$ cat config.mk
export PLATFORM = sky130hd
export DESIGN_NAME = fifo_drain_flat
export DESIGN_NICKNAME = d
export VERILOG_FILES = /design/src/rtl/fifo_drain_pkg.sv /design/src/rtl/fifo_drain_if.sv /design/src/rtl/fifo_drain_skid.sv /design/src/rtl/fifo_drain.sv /design/src/flat_wrapper.sv
export SDC_FILE = /design/constraint.sdc
export NUM_CORES = 1
export LEC_CHECK = 0
export ABC_AREA = 1
export BUFFER_PORTS_ARGS = -buffer_cell sky130_fd_sc_hd__buf_2
export CORE_MARGIN = 8
export CORE_UTILIZATION = 50
export CTS_CLUSTER_DIAMETER = 50
export CTS_CLUSTER_SIZE = 24
export DETAILED_ROUTE_END_ITERATION = 8
export GPL_ROUTABILITY_DRIVEN = 0
export PLACE_DENSITY = 0.74
export SYNTH_ARGS = -nofsm -noshare
export SYNTH_HDL_FRONTEND = slang
export SYNTH_SLANG_ARGS = --single-unit
$ cat constraint.sdc
create_clock -name clk -period 3.9 [get_ports clk]
set_input_delay 0.585 -clock clk [delete_from_list [all_inputs] [get_ports clk]]
set_output_delay 0.585 -clock clk [all_outputs]
set_load 0.02 [all_outputs]
$ cat src/rtl/fifo_drain_pkg.sv
// Shared types and constants for the fifo_drain block.
// Optional checker build: FIFO_DRAIN_CHECK_EN.
package fifo_drain_pkg;

  typedef enum logic [1:0] {
    IDLE  = 2'd0,
    RUN   = 2'd1,
    DRAIN = 2'd2
  } state_t;

  localparam int BUF_DEPTH  = 2;
  localparam int RD_LATENCY = 1;
  localparam int OCC_BITS   = $clog2(BUF_DEPTH + 1);

endpackage

$ cat src/rtl/fifo_drain_if.sv
// FIFO read port plus downstream valid/ready stream used by fifo_drain.
interface fifo_drain_if #(
  parameter int BITS = 32
);

  // FIFO side: p_read_en pops one word, p_read_data is valid one cycle later.
  // Downstream side: a word moves when out_valid && out_ready on a rising
  // edge; once out_valid is high, out_valid and out_data hold until accepted.
  logic            p_read_en;
  logic [BITS-1:0] p_read_data;
  logic            p_read_empty;
  logic            out_valid;
  logic [BITS-1:0] out_data;
  logic            out_ready;

  modport master (
    output p_read_en,
    input  p_read_data,
    input  p_read_empty,
    output out_valid,
    output out_data,
    input  out_ready
  );

  modport slave (
    input  p_read_en,
    output p_read_data,
    output p_read_empty,
    input  out_valid,
    input  out_data,
    output out_ready
  );

endinterface

$ cat src/rtl/fifo_drain_skid.sv
// Two-entry in-order skid buffer; head is always entry 0.
module fifo_drain_skid
  import fifo_drain_pkg::*;
#(
  parameter int BITS = 32
) (
  input  logic                clk,
  input  logic                rst,
  input  logic                push,
  input  logic [BITS-1:0]     push_data,
  input  logic                pop,
  output logic [BITS-1:0]     head,
  output logic [OCC_BITS-1:0] occ
);

  localparam logic [OCC_BITS-1:0] OCC_ONE  = OCC_BITS'(1);
  localparam logic [OCC_BITS-1:0] OCC_FULL = OCC_BITS'(BUF_DEPTH);

  logic [BITS-1:0] e0;
  logic [BITS-1:0] e1;

  always_ff @(posedge clk) begin
    if (rst) begin
      e0  <= '0;
      e1  <= '0;
      occ <= '0;
    end else begin
      case ({push, pop})
        2'b10: begin
          if (occ == '0) e0 <= push_data;
          else           e1 <= push_data;
          occ <= occ + OCC_ONE;
        end
        2'b01: begin
          e0  <= e1;
          occ <= occ - OCC_ONE;
        end
        2'b11: begin
          // Simultaneous push/pop: the entry behind the head advances first.
          if (occ == OCC_FULL) begin
            e0 <= e1;
            e1 <= push_data;
          end else begin
            e0 <= push_data;
          end
        end
        default: ;
      endcase
    end
  end

  assign head = e0;

  a_no_overflow: assert property (@(posedge clk) disable iff (rst)
    !(push && !pop && occ == OCC_FULL));

endmodule

$ cat src/rtl/fifo_drain.sv
// Drains a 1-cycle-latency FIFO into a valid/ready stream through a skid buffer.
// Build with FIFO_DRAIN_CHECK_EN to add the incrementing-pattern data checker.
module fifo_drain
  import fifo_drain_pkg::*;
#(
  parameter int BITS     = 32,
  parameter int CNT_BITS = 32
) (
  input  logic                clk,
  input  logic                rst,
  input  logic                enable,
  fifo_drain_if.master        bus,
  output logic                busy,
  output logic [CNT_BITS-1:0] word_count,
  output state_t              state_dbg
`ifdef FIFO_DRAIN_CHECK_EN
  ,
  output logic [15:0]         chk_error_count,
  output logic                chk_mismatch
`endif
);

  state_t                state;
  state_t                state_nxt;
  logic [RD_LATENCY-1:0] inflight;
  logic                  rd_en;
  logic                  pop;
  logic [OCC_BITS-1:0]   occ;
  logic [OCC_BITS:0]     occ_future;
  logic [BITS-1:0]       head;
  logic [CNT_BITS-1:0]   cnt;

  fifo_drain_skid #(.BITS(BITS)) u_skid (
    .clk       (clk),
    .rst       (rst),
    .push      (inflight[0]),
    .push_data (bus.p_read_data),
    .pop       (pop),
    .head      (head),
    .occ       (occ)
  );

  assign bus.out_valid = !rst && (occ != '0);
  assign bus.out_data  = rst ? '0 : head;
  assign pop           = bus.out_valid && bus.out_ready;

  // Enable is also sampled directly so reads stop in the cycle it falls.
  assign occ_future = (OCC_BITS+1)'(occ) + (OCC_BITS+1)'(inflight) - (OCC_BITS+1)'(pop);
  assign rd_en      = !rst && (state == RUN) && enable && !bus.p_read_empty
                      && (occ_future < (OCC_BITS+1)'(BUF_DEPTH));
  assign bus.p_read_en = rd_en;

  always_ff @(posedge clk) begin
    if (rst) begin
      state    <= IDLE;
      inflight <= '0;
      cnt      <= '0;
    end else begin
      state    <= state_nxt;
      inflight <= rd_en;
      if (pop) cnt <= cnt + 1'b1;
    end
  end

  always_comb begin
    state_nxt = state;
    case (state)
      IDLE:    if (enable) state_nxt = RUN;
      RUN:     if (!enable) state_nxt = DRAIN;
      DRAIN: begin
        if (enable)                              state_nxt = RUN;
        else if (inflight == '0 && occ == '0)    state_nxt = IDLE;
      end
      default: state_nxt = IDLE;
    endcase
  end

  assign busy       = !rst && (state == RUN || state == DRAIN);
  assign word_count = rst ? '0 : cnt;
  assign state_dbg  = state;

`ifdef FIFO_DRAIN_CHECK_EN
  logic [BITS-1:0] chk_exp;

  // On a miss, resync to the observed word so one glitch counts once.
  always_ff @(posedge clk) begin
    if (rst) begin
      chk_exp         <= '0;
      chk_error_count <= '0;
      chk_mismatch    <= 1'b0;
    end else begin
      chk_mismatch <= 1'b0;
      if (pop) begin
        if (bus.out_data != chk_exp) begin
          chk_mismatch <= 1'b1;
          chk_exp      <= bus.out_data + 1'b1;
          if (chk_error_count != 16'hFFFF) chk_error_count <= chk_error_count + 1'b1;
        end else begin
          chk_exp <= chk_exp + 1'b1;
        end
      end
    end
  end
`endif

endmodule

$ cat src/flat_wrapper.sv
// flat-port wrapper written by rule: the top's interface ports become plain ports
module fifo_drain_flat import fifo_drain_pkg::*;
#(
  parameter int BITS     = 32,
  parameter int CNT_BITS = 32
)
  (clk, rst, enable, busy, word_count, state_dbg, bus_p_read_en, bus_p_read_data, bus_p_read_empty, bus_out_valid, bus_out_data, bus_out_ready);
  fifo_drain_if #(.BITS(BITS)) bus_i ();
  input  logic clk;
  input  logic rst;
  input  logic enable;
  output logic busy;
  output logic [CNT_BITS-1:0] word_count;
  output state_t state_dbg;
  output wire logic [$bits(bus_i.p_read_en)-1:0] bus_p_read_en;
  input wire logic [$bits(bus_i.p_read_data)-1:0] bus_p_read_data;
  input wire logic [$bits(bus_i.p_read_empty)-1:0] bus_p_read_empty;
  output wire logic [$bits(bus_i.out_valid)-1:0] bus_out_valid;
  output wire logic [$bits(bus_i.out_data)-1:0] bus_out_data;
  input wire logic [$bits(bus_i.out_ready)-1:0] bus_out_ready;
  assign bus_p_read_en = bus_i.p_read_en;
  assign bus_i.p_read_data = bus_p_read_data;
  assign bus_i.p_read_empty = bus_p_read_empty;
  assign bus_out_valid = bus_i.out_valid;
  assign bus_out_data = bus_i.out_data;
  assign bus_i.out_ready = bus_out_ready;
  fifo_drain #(.BITS(BITS), .CNT_BITS(CNT_BITS)) u_core (.clk(clk), .rst(rst), .enable(enable), .bus(bus_i), .busy(busy), .word_count(word_count), .state_dbg(state_dbg));
endmodule
==> out/qor.csv <==
stage,metric,value,unit
run,maxCapViolCount,0,
clock_tree,cts_sinks,101,
synthesis,ys_seq_area_frac,0.3765,
clock_tree,numCtsBuffers,9,
grt,grt_usage,0.1851,
grt,gr-total-overflow,0,
synthesis,synth.area.top_cells,"dfxtp_1 38%, inv_1 12%, nand2_1 10%",
synthesis,synth.top_cell.area_share,0.3765,
critical_path,worst-endpoint-arrival,2.74,ns
clock_tree,cts_tree,built,
sta,timing.final.max_slew_violations,0,
die,start_util,0.5042,
cells_and_area,diodes,0,
clock_tree,root_buffer,clkbuf_8,
clock_tree,htree_levels,3,
synthesis,synth.most_common_cell,inv_1,
clock_tree,clk_pin_slew,0.10,ns
critical_path,cp-end-kind,output pin,
sta,tns,0,ns
placement,placed_area,5976,um2
detailed_routing,num_vias,5289,
grt,grt_max_degree,87,
sta,setup_viol,0,
synthesis,synth_warnings,0,
synthesis,synth_cell_type_count,27,
worst_hold_path,min_from,u_core.u_skid.e1[29],
detailed_routing,drt-pass1-iter-count,6,
sta,post-route-period-util,0.8514,
cells_and_area,final_cell_area,6167,um2
detailed_routing,drt_iter0_markers,383,
placement,port_buffers,105,
critical_path,worstSetupStartpointType,flip-flop,
die,coreArea,10650,um2
clock_tree,post_cts_resized,0,
critical_path,reg2reg_slack,1.38,ns
power,power_density,335.3,nW/um2
placement,dpl.cell_count,1070,
synthesis,synth.avg_cell_area,6.252,um2
die,die_h,119.6,um
sta,finalCriticalPeriod,3.321,ns
die,rows,38,
die,dieWidth,119.6,um
sta,hold_violations,0,
die,die_area,14310,um2
detailed_routing,routed_wl,12950,um
detailed_routing,ant_nets,0,
critical_path,crit_fanout,8,
synthesis,syn-num-nets,907,
cells_and_area,nets,989,
sta,max_freq,301.2,MHz
synthesis,syn_inst,859,
synthesis,synth_edf_count,0,
clock_tree,clock_path_buffers,2,
synthesis,ys_ff_latch,101,
grt,grt_pass1_wl,22370,um
sta,slew_headroom,0.2586,
critical_path,criticalPathCategory,reg2out,
placement,hpwl,8981,um
cells_and_area,syn_to_final_growth,14.84,%
critical_path,reg2reg_from,u_core.u_skid.occ[1],
synthesis,synth_flop_cell,dfxtp_1,
critical_path,required,3.31,ns
run_status,outcome,"complete, no violations",
sta,clock-skew-final,0.007819,ns
grt,grt_antenna_before_repair,0,
sta,rsz0062_at_grt,no,
power,finalPower,2.068,mW
synthesis,syn_area,5370,um2
cells_and_area,final_cells,1086,
sta,fin_ws,0.5795,ns
cells_and_area,nFillCells,1134,
synthesis,synth_largest_area_cell,dfxtp_1,
grt,grt_pass1_vias,4815,
clock_tree,worstSkewPairLatency,0.37,ns
critical_path,reg2reg_to,u_core.u_skid.e1[3],
worst_hold_path,min_path_cells,2,
sta,worstMarginPinSlew,1.112,ns
synthesis,synth_commonest_cells,"171 x inv_1, 147 x nand2_1, 131 x nor2_1",
clock_tree,post_cts_buffers,0,
placement,pre_cts_slack,0.7251,ns
clock_tree,ctsHoldBuffers,0,
cells_and_area,drive_gt1_frac,0.1448,
power,peakVddDrop,0.2655,mV
synthesis,synthArstFlopShare,0,
power,p_leak,2.961,nW
worst_hold_path,hp-class,reg2reg,
detailed_routing,via_per_inst,4.870,
die,pin_count,106,
worst_hold_path,whs_endpoint,u_core.u_skid.e1[29],
detailed_routing,drc,0,
detailed_routing,post_drt_wl_per_cell,11.92,um
critical_path,r2r_cells,6,
==> sequential cells by signal (all words and copies together) (netlist names) <==
signal	cells
u_core.cnt	32
u_core.u_skid.e1	32
u_core.u_skid.head	32
u_core.state_dbg	2
u_core.u_skid.occ	2
u_core.inflight	1
==> cell usage in the layout, fill, tap and decap left out, drive strengths merged, types with 2 or more instances in the layout <==
| cell | instances |
|---|---|
| inv | 175 |
| nand2 | 147 |
| nor2 | 133 |
| o21ai | 115 |
| buf | 113 |
| dfxtp | 101 |
| nand3 | 56 |
| a21oi | 50 |
| nor3 | 11 |
| clkbuf | 11 |
| nand4 | 10 |
| ha | 10 |
| o2111a | 2 |
| o21a | 2 |
| clkinv | 2 |
==> worst max path at each step <==
stage / end / from / cells past startpoint / slack [ns]
after CTS: bus_p_read_en / u_core.u_skid.occ[1] / 9 / 0.53
after detailed placement: bus_p_read_en / rst / 9 / 0.73
final: bus_p_read_en / u_core.u_skid.occ[1] / 9 / 0.58
after global routing: bus_p_read_en / u_core.u_skid.occ[1] / 9 / 0.33
after global placement: bus_p_read_en / rst / 9 / 0.80
after floorplan: bus_p_read_en / rst / 8 / 0.92
==> final cells by class <==
cell class | count | area (um2) | area share
clock buffers | 11 | 131.4 | 0.02130
flip-flops and latches | 101 | 2022 | 0.3279
well taps | 140 | 175.2 | 0.02840
multi-input cells | 542 | 2527 | 0.4098
inverters | 174 | 653.1 | 0.1059
clock inverters | 5 | 60.06 | 0.009738
repair buffers | 113 | 598.1 | 0.09698
==> metrics by stage <==
stage	hold WS (ns)	util
finish	0.4550	0.5791
detailed placement	0.4399	0.5611
floorplan	0.4247	-
CTS	0.4549	0.5791
global placement	0.4366	0.5611
global route	0.4777	0.5791
==> report_power, final <==
part / internal, mW / leakage (nW) / total (mW) / switching [mW]
Combinational: 0.114 / 2.05 / 0.318 / 0.204
Clock: 0.300 / 0.0939 / 0.668 / 0.368
Sequential: 1.06 / 0.814 / 1.08 / 0.0193
Total: 1.48 / 2.96 / 2.07 / 0.591
==> metal layers <==
metal | part of all wire | global-route usage
met1 | 0.47 | 0.2295
met4 | 0.014 | 0.05933
met2 | 0.46 | 0.3067
met5 | 0 | 0
met3 | 0.064 | 0.04885
==> worst max-delay path, stage by stage (launching register included) <==
cell      delay [ns]
dfxtp_1         0.44
nor2_1          0.14
nor3_4          0.31
ha_1            0.32
nor2_1          0.14
inv_1           0.07
fa_1            0.39
a21oi_1         0.20
o2111a_1        0.20
buf_2           0.16
==> cell families (layout without fill, tap and decap cells) <==
group | count (synthesis) | after routing | synth area share
flops | 101 | 101 | 0.3765
buf+inv | 216 | 303 | 0.1540
fa+ha+maj | 11 | 11 | 0.02703
xor+xnor | 1 | 1 | 0.001631
simple gates | 359 | 359 | 0.2773
compound gates | 171 | 171 | 0.1636
Power figures use the tool's default switching activity.
